==> config.mk <==
export PLATFORM = sky130hd
export DESIGN_NAME = mem_port_arbiter
export DESIGN_NICKNAME = d
export VERILOG_FILES = /design/src/rtl/mem_port_arbiter.sv
export SDC_FILE = /design/constraint.sdc
export NUM_CORES = 1
export LEC_CHECK = 0
export ABC_CLOCK_PERIOD_IN_PS = 6700
export CORE_AREA = 2 2 228 230
export CTS_CLUSTER_SIZE = 20
export DETAILED_ROUTE_END_ITERATION = 12
export DIE_AREA = 0 0 230 232
export PLACE_DENSITY_LB_ADDON = 0.08
export SLEW_MARGIN = 0
export SYNTH_ARGS = -nofsm -noshare
export SYNTH_HDL_FRONTEND = slang
export SYNTH_SLANG_ARGS = --single-unit
==> constraint.sdc <==
create_clock -name clk -period 6.7 [get_ports clk]
set_input_delay 1.675 -clock clk [delete_from_list [all_inputs] [get_ports clk]]
set_output_delay 1.675 -clock clk [all_outputs]
set_load 0.1 [all_outputs]
==> src/rtl/mem_port_arbiter.sv <==
// -----------------------------------------------------------------------------
// mem_port_arbiter
//
// Shares one burst-oriented backing-memory channel between the instruction
// cache (port 0) and the data cache (port 1).
//   - Round-robin grant in IDLE; a line read occupies the channel for a single
//     accepted cycle, so the next grant can happen on the following cycle.
//   - A write burst of NUM_BEATS beats is locked to its owner until the last
//     beat has been accepted.
//   - Each port may have one outstanding line read. Response beats are matched
//     on line address and steered to every port waiting on that line; a beat
//     that matches nothing is dropped and flagged on resp_err.
//
// Ports
//   clk, rst                 clock (rising edge), asynchronous active-low reset
//   p0_* / p1_*              requester side: addr, read, write, wdata in;
//                            ready, raddr, rdata, rvalid out
//   mem_addr/read/write/wdata  forwarded request to memory
//   mem_ready                memory accepts the forwarded request
//   mem_raddr/rdata/rvalid   memory read response
//   resp_err                 one-cycle pulse: response beat matched no port
// -----------------------------------------------------------------------------
module mem_port_arbiter #(
  parameter int ADDR_W    = 32,
  parameter int DATA_W    = 64,
  parameter int NUM_BEATS = 4
) (
  input  logic              clk,
  input  logic              rst,

  input  logic [ADDR_W-1:0] p0_addr,
  input  logic              p0_read,
  input  logic              p0_write,
  input  logic [DATA_W-1:0] p0_wdata,
  output logic              p0_ready,
  output logic [ADDR_W-1:0] p0_raddr,
  output logic [DATA_W-1:0] p0_rdata,
  output logic              p0_rvalid,

  input  logic [ADDR_W-1:0] p1_addr,
  input  logic              p1_read,
  input  logic              p1_write,
  input  logic [DATA_W-1:0] p1_wdata,
  output logic              p1_ready,
  output logic [ADDR_W-1:0] p1_raddr,
  output logic [DATA_W-1:0] p1_rdata,
  output logic              p1_rvalid,

  output logic [ADDR_W-1:0] mem_addr,
  output logic              mem_read,
  output logic              mem_write,
  output logic [DATA_W-1:0] mem_wdata,
  input  logic              mem_ready,
  input  logic [ADDR_W-1:0] mem_raddr,
  input  logic [DATA_W-1:0] mem_rdata,
  input  logic              mem_rvalid,

  output logic              resp_err
);

  localparam int BW = (NUM_BEATS > 1) ? $clog2(NUM_BEATS) : 1;
  localparam logic [BW-1:0]     LAST_BEAT = BW'(NUM_BEATS - 1);
  // Line address: the low 5 address bits select a byte within the line.
  localparam logic [ADDR_W-1:0] LINE_MASK = ~ADDR_W'(32'h1F);

  localparam logic [0:0] IDLE     = 1'b0;
  localparam logic [0:0] WR_BURST = 1'b1;

  // ---------------------------------------------------------------------------
  // State
  // ---------------------------------------------------------------------------
  logic [0:0]        state;
  logic              owner;      // port holding the write burst
  logic              prio;       // port that wins a tie in IDLE
  logic [BW-1:0]     wbeat;      // beats already accepted in the burst
  logic [1:0]        pend_rd;    // outstanding line read per port
  logic [ADDR_W-1:0] pend_addr [2];
  logic [BW-1:0]     rbeat     [2];

  // ---------------------------------------------------------------------------
  // Request side (combinational, zero-cycle)
  // ---------------------------------------------------------------------------
  logic [1:0]        req_rd;
  logic [1:0]        req_wr;
  logic [ADDR_W-1:0] req_addr [2];
  logic [1:0]        elig;
  logic              gnt_valid;
  logic              gnt;
  logic              gnt_rd;
  logic              gnt_wr;
  logic              fire;

  assign req_rd      = {p1_read, p0_read};
  assign req_wr      = {p1_write, p0_write};
  assign req_addr[0] = p0_addr;
  assign req_addr[1] = p1_addr;

  // A port whose line read is still outstanding may not issue another read,
  // but it may still write.
  assign elig = req_wr | (req_rd & ~pend_rd);

  // NOTE: every variable assigned in this block gets a default first, so no
  // path leaves it unassigned and no latch is inferred.
  always_comb begin
    gnt_valid = 1'b0;
    gnt       = 1'b0;
    if (state == WR_BURST) begin
      gnt_valid = 1'b1;
      gnt       = owner;
    end else if (elig == 2'b11) begin
      gnt_valid = 1'b1;
      gnt       = prio;
    end else if (elig[1]) begin
      gnt_valid = 1'b1;
      gnt       = 1'b1;
    end else if (elig[0]) begin
      gnt_valid = 1'b1;
      gnt       = 1'b0;
    end
  end

  assign gnt_rd = req_rd[gnt];
  assign gnt_wr = req_wr[gnt];

  // Strobes are gated with rst so they drop the instant reset asserts, even
  // though the requesters may still be driving their request lines.
  // Write wins over read on the granted port; reads are never forwarded while
  // a burst owns the channel.
  assign mem_write = rst & gnt_valid & gnt_wr;
  assign mem_read  = rst & gnt_valid & (state == IDLE) & gnt_rd & ~gnt_wr;
  assign mem_addr  = req_addr[gnt];
  assign mem_wdata = gnt ? p1_wdata : p0_wdata;

  assign p0_ready  = rst & gnt_valid & ~gnt & mem_ready;
  assign p1_ready  = rst & gnt_valid &  gnt & mem_ready;

  assign fire      = (mem_read | mem_write) & mem_ready;

  // ---------------------------------------------------------------------------
  // Response side (combinational steering)
  // ---------------------------------------------------------------------------
  logic [1:0] match;

  assign match[0] = mem_rvalid & pend_rd[0] & (mem_raddr == pend_addr[0]);
  assign match[1] = mem_rvalid & pend_rd[1] & (mem_raddr == pend_addr[1]);

  assign p0_raddr  = mem_raddr;
  assign p1_raddr  = mem_raddr;
  assign p0_rdata  = mem_rdata;
  assign p1_rdata  = mem_rdata;
  assign p0_rvalid = rst & match[0];
  assign p1_rvalid = rst & match[1];
  assign resp_err  = rst & mem_rvalid & ~(|match);

  // ---------------------------------------------------------------------------
  // Sequential update
  // ---------------------------------------------------------------------------
  // NOTE: state is updated with non-blocking assignments only, so every read
  // of state in this block sees the value from before the clock edge.
  always_ff @(posedge clk or negedge rst) begin
    if (!rst) begin
      state   <= IDLE;
      owner   <= 1'b0;
      prio    <= 1'b0;
      wbeat   <= '0;
      pend_rd <= '0;
      // NOTE: the per-port address/beat arrays are only two entries of flops,
      // not a RAM, so they are reset alongside the rest of the state.
      for (int p = 0; p < 2; p++) begin
        pend_addr[p] <= '0;
        rbeat[p]     <= '0;
      end
    end else begin
      // Request acceptance. A read fire needs ~pend_rd[gnt] and a response
      // clear needs pend_rd[p], so the two never touch the same port at once.
      if (fire) begin
        if (state == IDLE) begin
          if (mem_write) begin
            state <= WR_BURST;
            owner <= gnt;
            wbeat <= BW'(1);
          end else begin
            pend_rd[gnt]   <= 1'b1;
            pend_addr[gnt] <= req_addr[gnt] & LINE_MASK;
            rbeat[gnt]     <= '0;
            prio           <= ~gnt;
          end
        end else begin
          if (wbeat == LAST_BEAT) begin
            state <= IDLE;
            prio  <= ~owner;
            wbeat <= '0;
          end else begin
            wbeat <= wbeat + 1'b1;
          end
        end
      end

      // Response beats are counted in any state, including mid-burst.
      for (int p = 0; p < 2; p++) begin
        if (match[p]) begin
          rbeat[p] <= rbeat[p] + 1'b1;
          if (rbeat[p] == LAST_BEAT) pend_rd[p] <= 1'b0;
        end
      end
    end
  end

endmodule

Word level (Yosys, flattened, before mapping)
Cells that the tools add are included.
{ "totals": {"reg_bits": 75} }
{ "classes": {"addsub": 3, "n_lt_le_gt_ge": 4, "eq_ne": 12, "muxes": 43, "bitwise": 32, "reduce_logical": 12} }
{ "ops": {"columns": ["cell", "n"], "rows": [
  ["32-bit two-way mux", 4],
  ["64-bit bitwise mux", 1],
  ["32-bit == test", 2],
  ["64-bit two-way mux", 1],
  ["32-bit demux with 1-bit select", 1],
  ["1-bit two-way mux", 22],
  ["1-bit AND", 18],
  ["2-bit two-way mux", 9],
  ["3-bit AND reduction", 5],
  ["4-bit two-way mux", 3],
  ["2-bit by 1-bit != test with 1-bit output, second input constant", 6],
  ["2-bit == test, second input constant", 4],
  ["2-bit by 1-bit adder with 2-bit output, second input constant", 3],
  ["1-bit NOT", 6],
  ["2-bit nonzero test", 3],
  ["4-bit AND", 1],
  ["4-bit NOT", 1],
  ["2-bit OR", 2],
  ["2-bit AND", 1],
  ["2-bit demux with 1-bit select", 1],
  ["2-bit greater-or-equal comparator, second input constant", 1],
  ["1-bit logical AND", 2],
  ["1-bit by 2-bit less-than comparator with 1-bit output, second input constant", 1],
  ["2-bit by 1-bit less-than comparator with 1-bit output, second input constant", 1],
  ["7 further kinds", 7]
]} }

Longest topological paths before layout
Gate-level depths: netlist (run 1).
{ "logic_depth": {"depth_word": 17, "mapped_depth": 8} }

Least setup slack after synthesis (run 1)
OpenSTA, ideal clock, no wires.
{ "synth_timing": {"path_kind": "input to output", "start": "input mem_raddr[31]", "end": "output resp_err", "t_arrival_ns": 4.157, "slack_ns": 0.868, "stages": 5, "path_cell_list": "xor2_1 nor4_1 nand4_1 nor2_1 nor3_1"} }
{ "synth_via": {"elab_chain_len": 5, "word_cells_on_any_way": 7, "classes_between": "2 x eq/ne; 4 x bitwise; 1 x reduce/logical"} }
{ "synth_rtl": {"columns": ["item", "line_no", "text"], "rows": [
  ["start, declared", "54", "input logic [ADDR_W-1:0] mem_raddr,"],
  ["32-bit == test (on tied branches)", "144, 145", null],
  ["1-bit AND (on tied branches)", "144, 145", null],
  ["2-bit OR reduction *", "153", "assign resp_err = rst & mem_rvalid & ~(|match);"],
  ["1-bit NOT *", "153", null],
  ["1-bit AND *", "153", null],
  ["end, declared", "58", "output logic resp_err"]
]} }
Mark *: on every way between the ends. The rest lies on a longest branch, timed or not.

Worst setup path in the final report (run 1)
{ "layout_timing": {"start": "input mem_raddr[0]", "end": "output p1_rvalid"} }
{ "layout_via": {"elab_chain_len": 3} }
{ "layout_rtl": {"columns": ["item", "line_no", "text"], "rows": [
  ["32-bit == test", "145", "assign match[1] = mem_rvalid & pend_rd[1] & (mem_raddr == pend_addr[1]);"],
  ["1-bit AND", "145", null],
  ["1-bit AND", "152", "assign p1_rvalid = rst & match[1];"],
  ["end, declared", "47", "output logic p1_rvalid,"]
]} }
No other way between the ends.

==> reports/qor.log, run 1 <==
qor: run_status.run_status completed
qor: critical_path.cp_cell_sequence clkdlybuf4s50_1 > nor4_1 > nand3b_1 > or4_1 > nor2_1 > and2_1 > buf_12
qor: synth.synth_sequential_area_ratio 0.268
qor: synth.synth_area_per_cell 8.58 um^2
qor: synth.yosysUniqueCellTypes 47
qor: critical_path.worst_ep_required_time 5.03 ns
qor: clocking.cts_hold_repair.buffers 0
qor: global_route.grt_first_pass_wirelength 41400 um
qor: routing.via_per_inst 3.28
qor: clocking.post_cts.repair.setup_buffers 0
qor: synth.main_area_contributors_after_synthesis sky130_fd_sc_hd__dfrtp_1 27%, sky130_fd_sc_hd__buf_4 24%, sky130_fd_sc_hd__nand2_1 13%
qor: routing.initialDrtViolationCount 138
qor: die.design.core.area 50900 um^2
qor: global_route.gr-max-usage-layer met2
qor: sta.finalCritPeriodShare 0.882
qor: critical_path.critical_path.max_fanout 4
qor: die.floorplan.die.height 232 um
qor: clocking.post_cts_resize_count 0
qor: hold_path.worst_hold_path_type reg -> reg
qor: cells_and_area.final_util 0.199
qor: critical_path.critical-path-top-delay-family simple AND/OR/NAND/NOR gates
qor: die.floorplan.die.width 230 um
qor: critical_path.max_stage_delay 0.68 ns
qor: critical_path.critical_path_arrival 4.23 ns
qor: sta.hold_slack 0.486 ns
qor: sta.hold_viol_final 0
qor: die.starting_density_of_the_core 0.119
qor: clocking.cts_made_buffers 9
qor: sta.achievable-frequency 169 MHz
qor: synth.synth.largest_area_cell sky130_fd_sc_hd__dfrtp_1
qor: clocking.clk_root_buffer_cell sky130_fd_sc_hd__clkbuf_16
qor: routing.routed_wire_length_per_instance 19.0 um
qor: die.num_rows 83
qor: sta.setup_total_negative_slack 0 ns
qor: sta.grt_setup_unrepaired no
qor: synth.synthesis_warnings 0
qor: cells_and_area.diodes 0
qor: sta.worst_pin_slew 1.01 ns
qor: clocking.htree_num_levels 3
qor: placed_design.io_buffer_count 398
qor: synth.synth_top_flop_cell sky130_fd_sc_hd__dfrtp_1
qor: placed_design.detailedPlacementHpwl 25700 um
qor: sta.final.setup_skew 0.0117 ns
qor: die.io_pins 591
qor: global_route.use_met1 0.121
qor: placed_design.gpl_wtd_cong 0.702
qor: critical_path.cp_num_buf_inv 2
qor: job.drv.max_cap_violation_count 0
qor: synth.synthArstFlopShare 1.00
qor: clocking.clkLatencyLatePin 0.34 ns
qor: global_route.grtUsageMet3 0.0260
qor: routing.detailroute.via_count 5232
qor: clocking.cts_buffer_depth 2
qor: synth.synthesis.nets 1006
qor: placed_design.post-place-ws 0.702 ns
qor: cells_and_area.fill_cells 5634
qor: cells_and_area.layout.nets 1208
qor: critical_path.cp-start-kind input pin
qor: critical_path.slowest_stage sky130_fd_sc_hd__or4_1
qor: clocking.cts_sinks 65
qor: cells_and_area.layout-drive-gt1-share 0.219
qor: sta.final_max_slew_viol_count 0
qor: global_route.grtUsageMet2 0.196
qor: global_route.number_of_global_route_vias_before_repair 5635
qor: synth.synth_top_area_share 0.268
qor: synth.yosys_register_bits 65
qor: routing.drtPass1Iterations 4
qor: synth.mappedNetlistArea 6070 um^2
qor: routing.route.final.wire_length 30300 um
qor: clocking.cts.clk_slew.worst_paths 0.05 ns
qor: sta.worst_slew_margin_rel 0.327
qor: routing.drcViolationCount 0
qor: routing.antenna_left 0
qor: die.fp.dieArea 53400 um^2
qor: synth.syn_inst 707
qor: global_route.grt_max_degree 71
qor: sta.report.final.setup_viol 0
qor: sta.final_critical_path_setup_slack 0.793 ns
qor: sta.post-route-min-period 5.91 ns
qor: critical_path.worst_setup_path_end_kind primary output
qor: global_route.grt_antenna_before_repair 4
qor: global_route.groute.usage.overall 0.108
qor: synth.synth_enable_flop_cells 0
qor: critical_path.setup.worst_path.class in -> out
qor: global_route.grt_overflow_total 0
qor: clocking.cts_tree yes
qor: cells_and_area.syn2layout_area_growth 66.6%
-- per-stage QoR --
stage,instances,area [um^2]
floorplan,707,6070
global placement,1578,9820
detailed placement,1578,9820
CTS,1594,10100
global route,1594,10100
finish,1594,10100
-- placed cells by master, fill, tap and decap left out, types with 2 or more instances in the layout --
cell	synthesis	final
sky130_fd_sc_hd__mux2_2	31	31
sky130_fd_sc_hd__nand2b_1	3	2
sky130_fd_sc_hd__xor2_1	32	32
sky130_fd_sc_hd__clkinvlp_4	0	2
sky130_fd_sc_hd__nor3_1	4	3
sky130_fd_sc_hd__or4_1	2	2
sky130_fd_sc_hd__o21bai_1	2	2
sky130_fd_sc_hd__nor4_1	9	9
sky130_fd_sc_hd__clkbuf_16	0	9
sky130_fd_sc_hd__o21ai_0	6	6
sky130_fd_sc_hd__and2_1	2	2
sky130_fd_sc_hd__nand4_1	9	9
sky130_fd_sc_hd__mux2_1	24	24
sky130_fd_sc_hd__nor2_1	8	8
sky130_fd_sc_hd__clkdlybuf4s50_1	0	294
sky130_fd_sc_hd__mux2_4	29	29
sky130_fd_sc_hd__buf_4	193	60
sky130_fd_sc_hd__buf_12	0	54
sky130_fd_sc_hd__clkbuf_8	0	2
sky130_fd_sc_hd__dfrtp_1	65	65
sky130_fd_sc_hd__ha_1	3	3
sky130_fd_sc_hd__xnor2_1	22	22
sky130_fd_sc_hd__nand2_1	214	214
-- layout make-up --
type	count	area [um^2]	share of cell area
Tap cell	680	851	0.0841
Multi-Input combinational cell	423	2860	0.283
Sequential cell	65	1630	0.161
Clock inverter	5	37.5	0.00371
Inverter	2	7.51	0.000742
Clock buffer	11	253	0.0250
Timing Repair Buffer	408	4470	0.442
-- per-layer routing --
metal,vias up,share of wire
met1,2387,0.38
li1,2506,-
met2,240,0.52
met3,95,0.064
met4,4,0.035
met5,-,0.00076
-- registers in the layout (all words and copies together), names as in the netlist --
| name | count |
|---|---|
| pend_addr | 54 |
| state | 1 |
| owner | 1 |
| wbeat | 2 |
| prio | 1 |
| rbeat | 4 |
| pend_rd | 2 |
-- cell usage after synthesis, types with 6 or more instances --
| library cell | instances |
|---|---|
| sky130_fd_sc_hd__nor2_1 | 8 |
| sky130_fd_sc_hd__dfrtp_1 | 65 |
| sky130_fd_sc_hd__clkbuf_1 | 7 |
| sky130_fd_sc_hd__nand4_1 | 9 |
| sky130_fd_sc_hd__mux2_2 | 31 |
| sky130_fd_sc_hd__nand2_1 | 214 |
| sky130_fd_sc_hd__mux2_1 | 24 |
| sky130_fd_sc_hd__buf_2 | 12 |
| sky130_fd_sc_hd__xor2_1 | 32 |
| sky130_fd_sc_hd__mux2_4 | 29 |
| sky130_fd_sc_hd__buf_4 | 193 |
| sky130_fd_sc_hd__o21ai_0 | 6 |
| sky130_fd_sc_hd__xnor2_1 | 22 |
| sky130_fd_sc_hd__nor4_1 | 9 |
-- worst reg2reg max path, stage by stage (launching register included) --
cell,delay (ns)
sky130_fd_sc_hd__dfrtp_1,0.62
sky130_fd_sc_hd__nand2_1,0.22
sky130_fd_sc_hd__o311a_4,0.20
sky130_fd_sc_hd__nor2_8,0.43
sky130_fd_sc_hd__nand3_2,0.76
sky130_fd_sc_hd__buf_4,0.49
sky130_fd_sc_hd__mux2_1,0.33
-- logic make-up after synthesis --
| family | share of synthesized area |
|---|---|
| AOI/OAI and AO/OA | 0.0322 |
| buffers and inverters | 0.262 |
| xor gates and xnor gates | 0.0779 |
| and+or+nand+nor | 0.178 |
| DFF | 0.268 |
| muxes | 0.175 |
| adders and majority gates | 0.00618 |
-- path summary, 6_finish.rpt --
kind / startpoint / endpoint / slack, ns / cells past startpoint
setup / recovery: mem_raddr[0] / p1_rvalid / 0.79 / 7
hold / removal: prio / prio / 0.49 / 1
setup reg to reg: state / pend_addr[17] / 3.53 / 6
hold reg to reg: prio / prio / 0.49 / 1
max in group asynchronous: rst / pend_addr[39] / 4.95 / 2
min in group asynchronous: rst / pend_addr[10] / 1.40 / 2
Power of run 1 is left out: the tool's default activity adds up to more than one toggle a clock period on the data nets, which glitch-free logic cannot reach.
==> run 2, diff against run 1 <==
--- a/config.mk
+++ b/config.mk
@@ -10,7 +10,9 @@
 export CTS_CLUSTER_SIZE = 20
 export DETAILED_ROUTE_END_ITERATION = 12
 export DIE_AREA = 0 0 230 232
+export MAX_ROUTING_LAYER = met4
 export PLACE_DENSITY_LB_ADDON = 0.08
+export SKIP_LAST_GASP = 1
 export SLEW_MARGIN = 0
 export SYNTH_ARGS = -nofsm -noshare
 export SYNTH_HDL_FRONTEND = slang
==> reports/qor.log, run 2 (same netlist as run 1, synthesis figures left out) <==
qor: sta.setup_total_negative_slack 0 ns
qor: placed_design.gpl_wtd_cong 0.709
qor: critical_path.cp-start-kind input pin
qor: critical_path.critical_path_arrival 4.24 ns
qor: die.num_rows 83
qor: clocking.cts_tree yes
qor: sta.final_max_slew_viol_count 0
qor: sta.worst_pin_slew 0.997 ns
qor: sta.worst_slew_margin_rel 0.333
qor: global_route.number_of_global_route_vias_before_repair 5635
qor: sta.finalCritPeriodShare 0.883
qor: cells_and_area.layout.nets 1208
qor: global_route.grt_antenna_before_repair 4
qor: cells_and_area.registers.top_by_ff_count pend_addr
qor: routing.drtPass1Iterations 4
qor: cells_and_area.layout-drive-gt1-share 0.219
qor: clocking.cts.clk_slew.worst_paths 0.05 ns
qor: die.io_pins 591
qor: cells_and_area.reg_top3 pend_addr x54, rbeat x4
qor: routing.routed_wire_length_per_instance 19.0 um
qor: die.floorplan.die.height 232 um
qor: run_status.run_status completed
qor: clocking.cts_hold_repair.buffers 0
qor: cells_and_area.largest_register_ff_count 54
qor: clocking.clk_root_buffer_cell sky130_fd_sc_hd__clkbuf_16
qor: routing.detailroute.via_count 5238
qor: routing.route.final.wire_length 30400 um
qor: routing.drcViolationCount 0
qor: sta.final.setup_skew 0.0103 ns
qor: global_route.groute.usage.overall 0.112
qor: die.floorplan.die.width 230 um
qor: global_route.grt_overflow_total 0
qor: cells_and_area.regArea 1630 um^2
qor: cells_and_area.fill_cells 5635
qor: clocking.post_cts.repair.setup_buffers 0
qor: sta.grt_setup_unrepaired no
qor: cells_and_area.multiInputGateArea 2860 um^2
qor: placed_design.detailedPlacementHpwl 25700 um
qor: placed_design.post-place-ws 0.702 ns
qor: sta.hold_viol_final 0
qor: critical_path.critical_path.max_fanout 4
qor: routing.antenna_left 0
qor: die.fp.dieArea 53400 um^2
qor: die.starting_density_of_the_core 0.119
qor: hold_path.worst_hold_path_type reg -> reg
qor: critical_path.worst_setup_path_end_kind primary output
qor: critical_path.worst_ep_required_time 5.03 ns
qor: clocking.clkLatencyLatePin 0.34 ns
qor: sta.report.final.setup_viol 0
qor: sta.post-route-min-period 5.92 ns
qor: sta.achievable-frequency 169 MHz
qor: clocking.cts_buffer_depth 2
qor: clocking.htree_num_levels 3
qor: cells_and_area.most_frequent_cells_in_the_layout 294 x sky130_fd_sc_hd__clkdlybuf4s50_1, 214 x sky130_fd_sc_hd__nand2_1, 65 x sky130_fd_sc_hd__dfrtp_1
qor: placed_design.io_buffer_count 398
qor: job.drv.max_cap_violation_count 0
qor: cells_and_area.final_util 0.199
qor: clocking.post_cts_resize_count 0
qor: global_route.grt_first_pass_wirelength 41300 um
qor: clocking.cts_sinks 65
qor: sta.final_critical_path_setup_slack 0.783 ns
qor: routing.via_per_inst 3.28
qor: clocking.cts_made_buffers 9
qor: die.design.core.area 50900 um^2
qor: cells_and_area.mostFrequentLayoutCell sky130_fd_sc_hd__clkdlybuf4s50_1
qor: routing.initialDrtViolationCount 127
qor: cells_and_area.syn2layout_area_growth 66.7%
qor: critical_path.setup.worst_path.class in -> out
qor: global_route.grt_max_degree 71
-- run 2: changes by cell type in the layout (fill, tap and decap cells not counted) --
cell / change
sky130_fd_sc_hd__diode_2: +2
-- run 2: critical path: stages --
cell and delay, ns:
sky130_fd_sc_hd__clkdlybuf4s50_1 0.44, sky130_fd_sc_hd__nor4_1 0.28, sky130_fd_sc_hd__nand3b_1 0.34, sky130_fd_sc_hd__or4_1 0.68, sky130_fd_sc_hd__nor2_1 0.39, sky130_fd_sc_hd__and2_1 0.24, sky130_fd_sc_hd__buf_12 0.18
-- run 2: path summary, 6_finish.rpt --
check	start	endpoint	slack, ns	cells after the start
worst min-delay path	prio	prio	0.49	1
worst max register to register	state	pend_addr[17]	3.50	6
min in group asynchronous	rst	pend_addr[10]	1.39	2
worst min register to register	prio	prio	0.49	1
max in group asynchronous	rst	pend_addr[17]	4.96	2
worst max-delay path	mem_raddr[0]	p1_rvalid	0.78	7
-- run 2: final cells by class --
type / instances / share of cell area
Antenna cell: 2 / 0.000495
Clock buffer: 11 / 0.0250
Clock inverter: 5 / 0.00371
Inverter: 2 / 0.000742
Multi-Input combinational cell: 423 / 0.283
Sequential cell: 65 / 0.161
Tap cell: 680 / 0.0841
Timing Repair Buffer: 408 / 0.442
-- run 2: layer usage --
layer / wire (um) / track usage
met1: 11700 / 0.121
met3: 1920 / 0.0248
met5: 0 / -
met2: 15700 / 0.197
met4: 1060 / 0.0458
-- run 2: through the flow --
step	std cells	cell area [um^2]	hold slack, ns
detailed placement	1578	9820	0.479
global route	1596	10100	0.508
CTS	1594	10100	0.492
global placement	1578	9820	0.478
floorplan	707	6070	0.459
finish	1596	10100	0.486
Power of run 2 is left out for the same reason.
==> run 3, diff against run 2 <==
--- a/config.mk
+++ b/config.mk
@@ -6,6 +6,7 @@
 export NUM_CORES = 1
 export LEC_CHECK = 0
 export ABC_CLOCK_PERIOD_IN_PS = 6700
+export CAP_MARGIN = 0
 export CORE_AREA = 2 2 228 230
 export CTS_CLUSTER_SIZE = 20
 export DETAILED_ROUTE_END_ITERATION = 12
==> results of run 3 <==
Final layout, timing and power as in run 2 (identical DEF).
Power of run 3 is left out for the same reason.
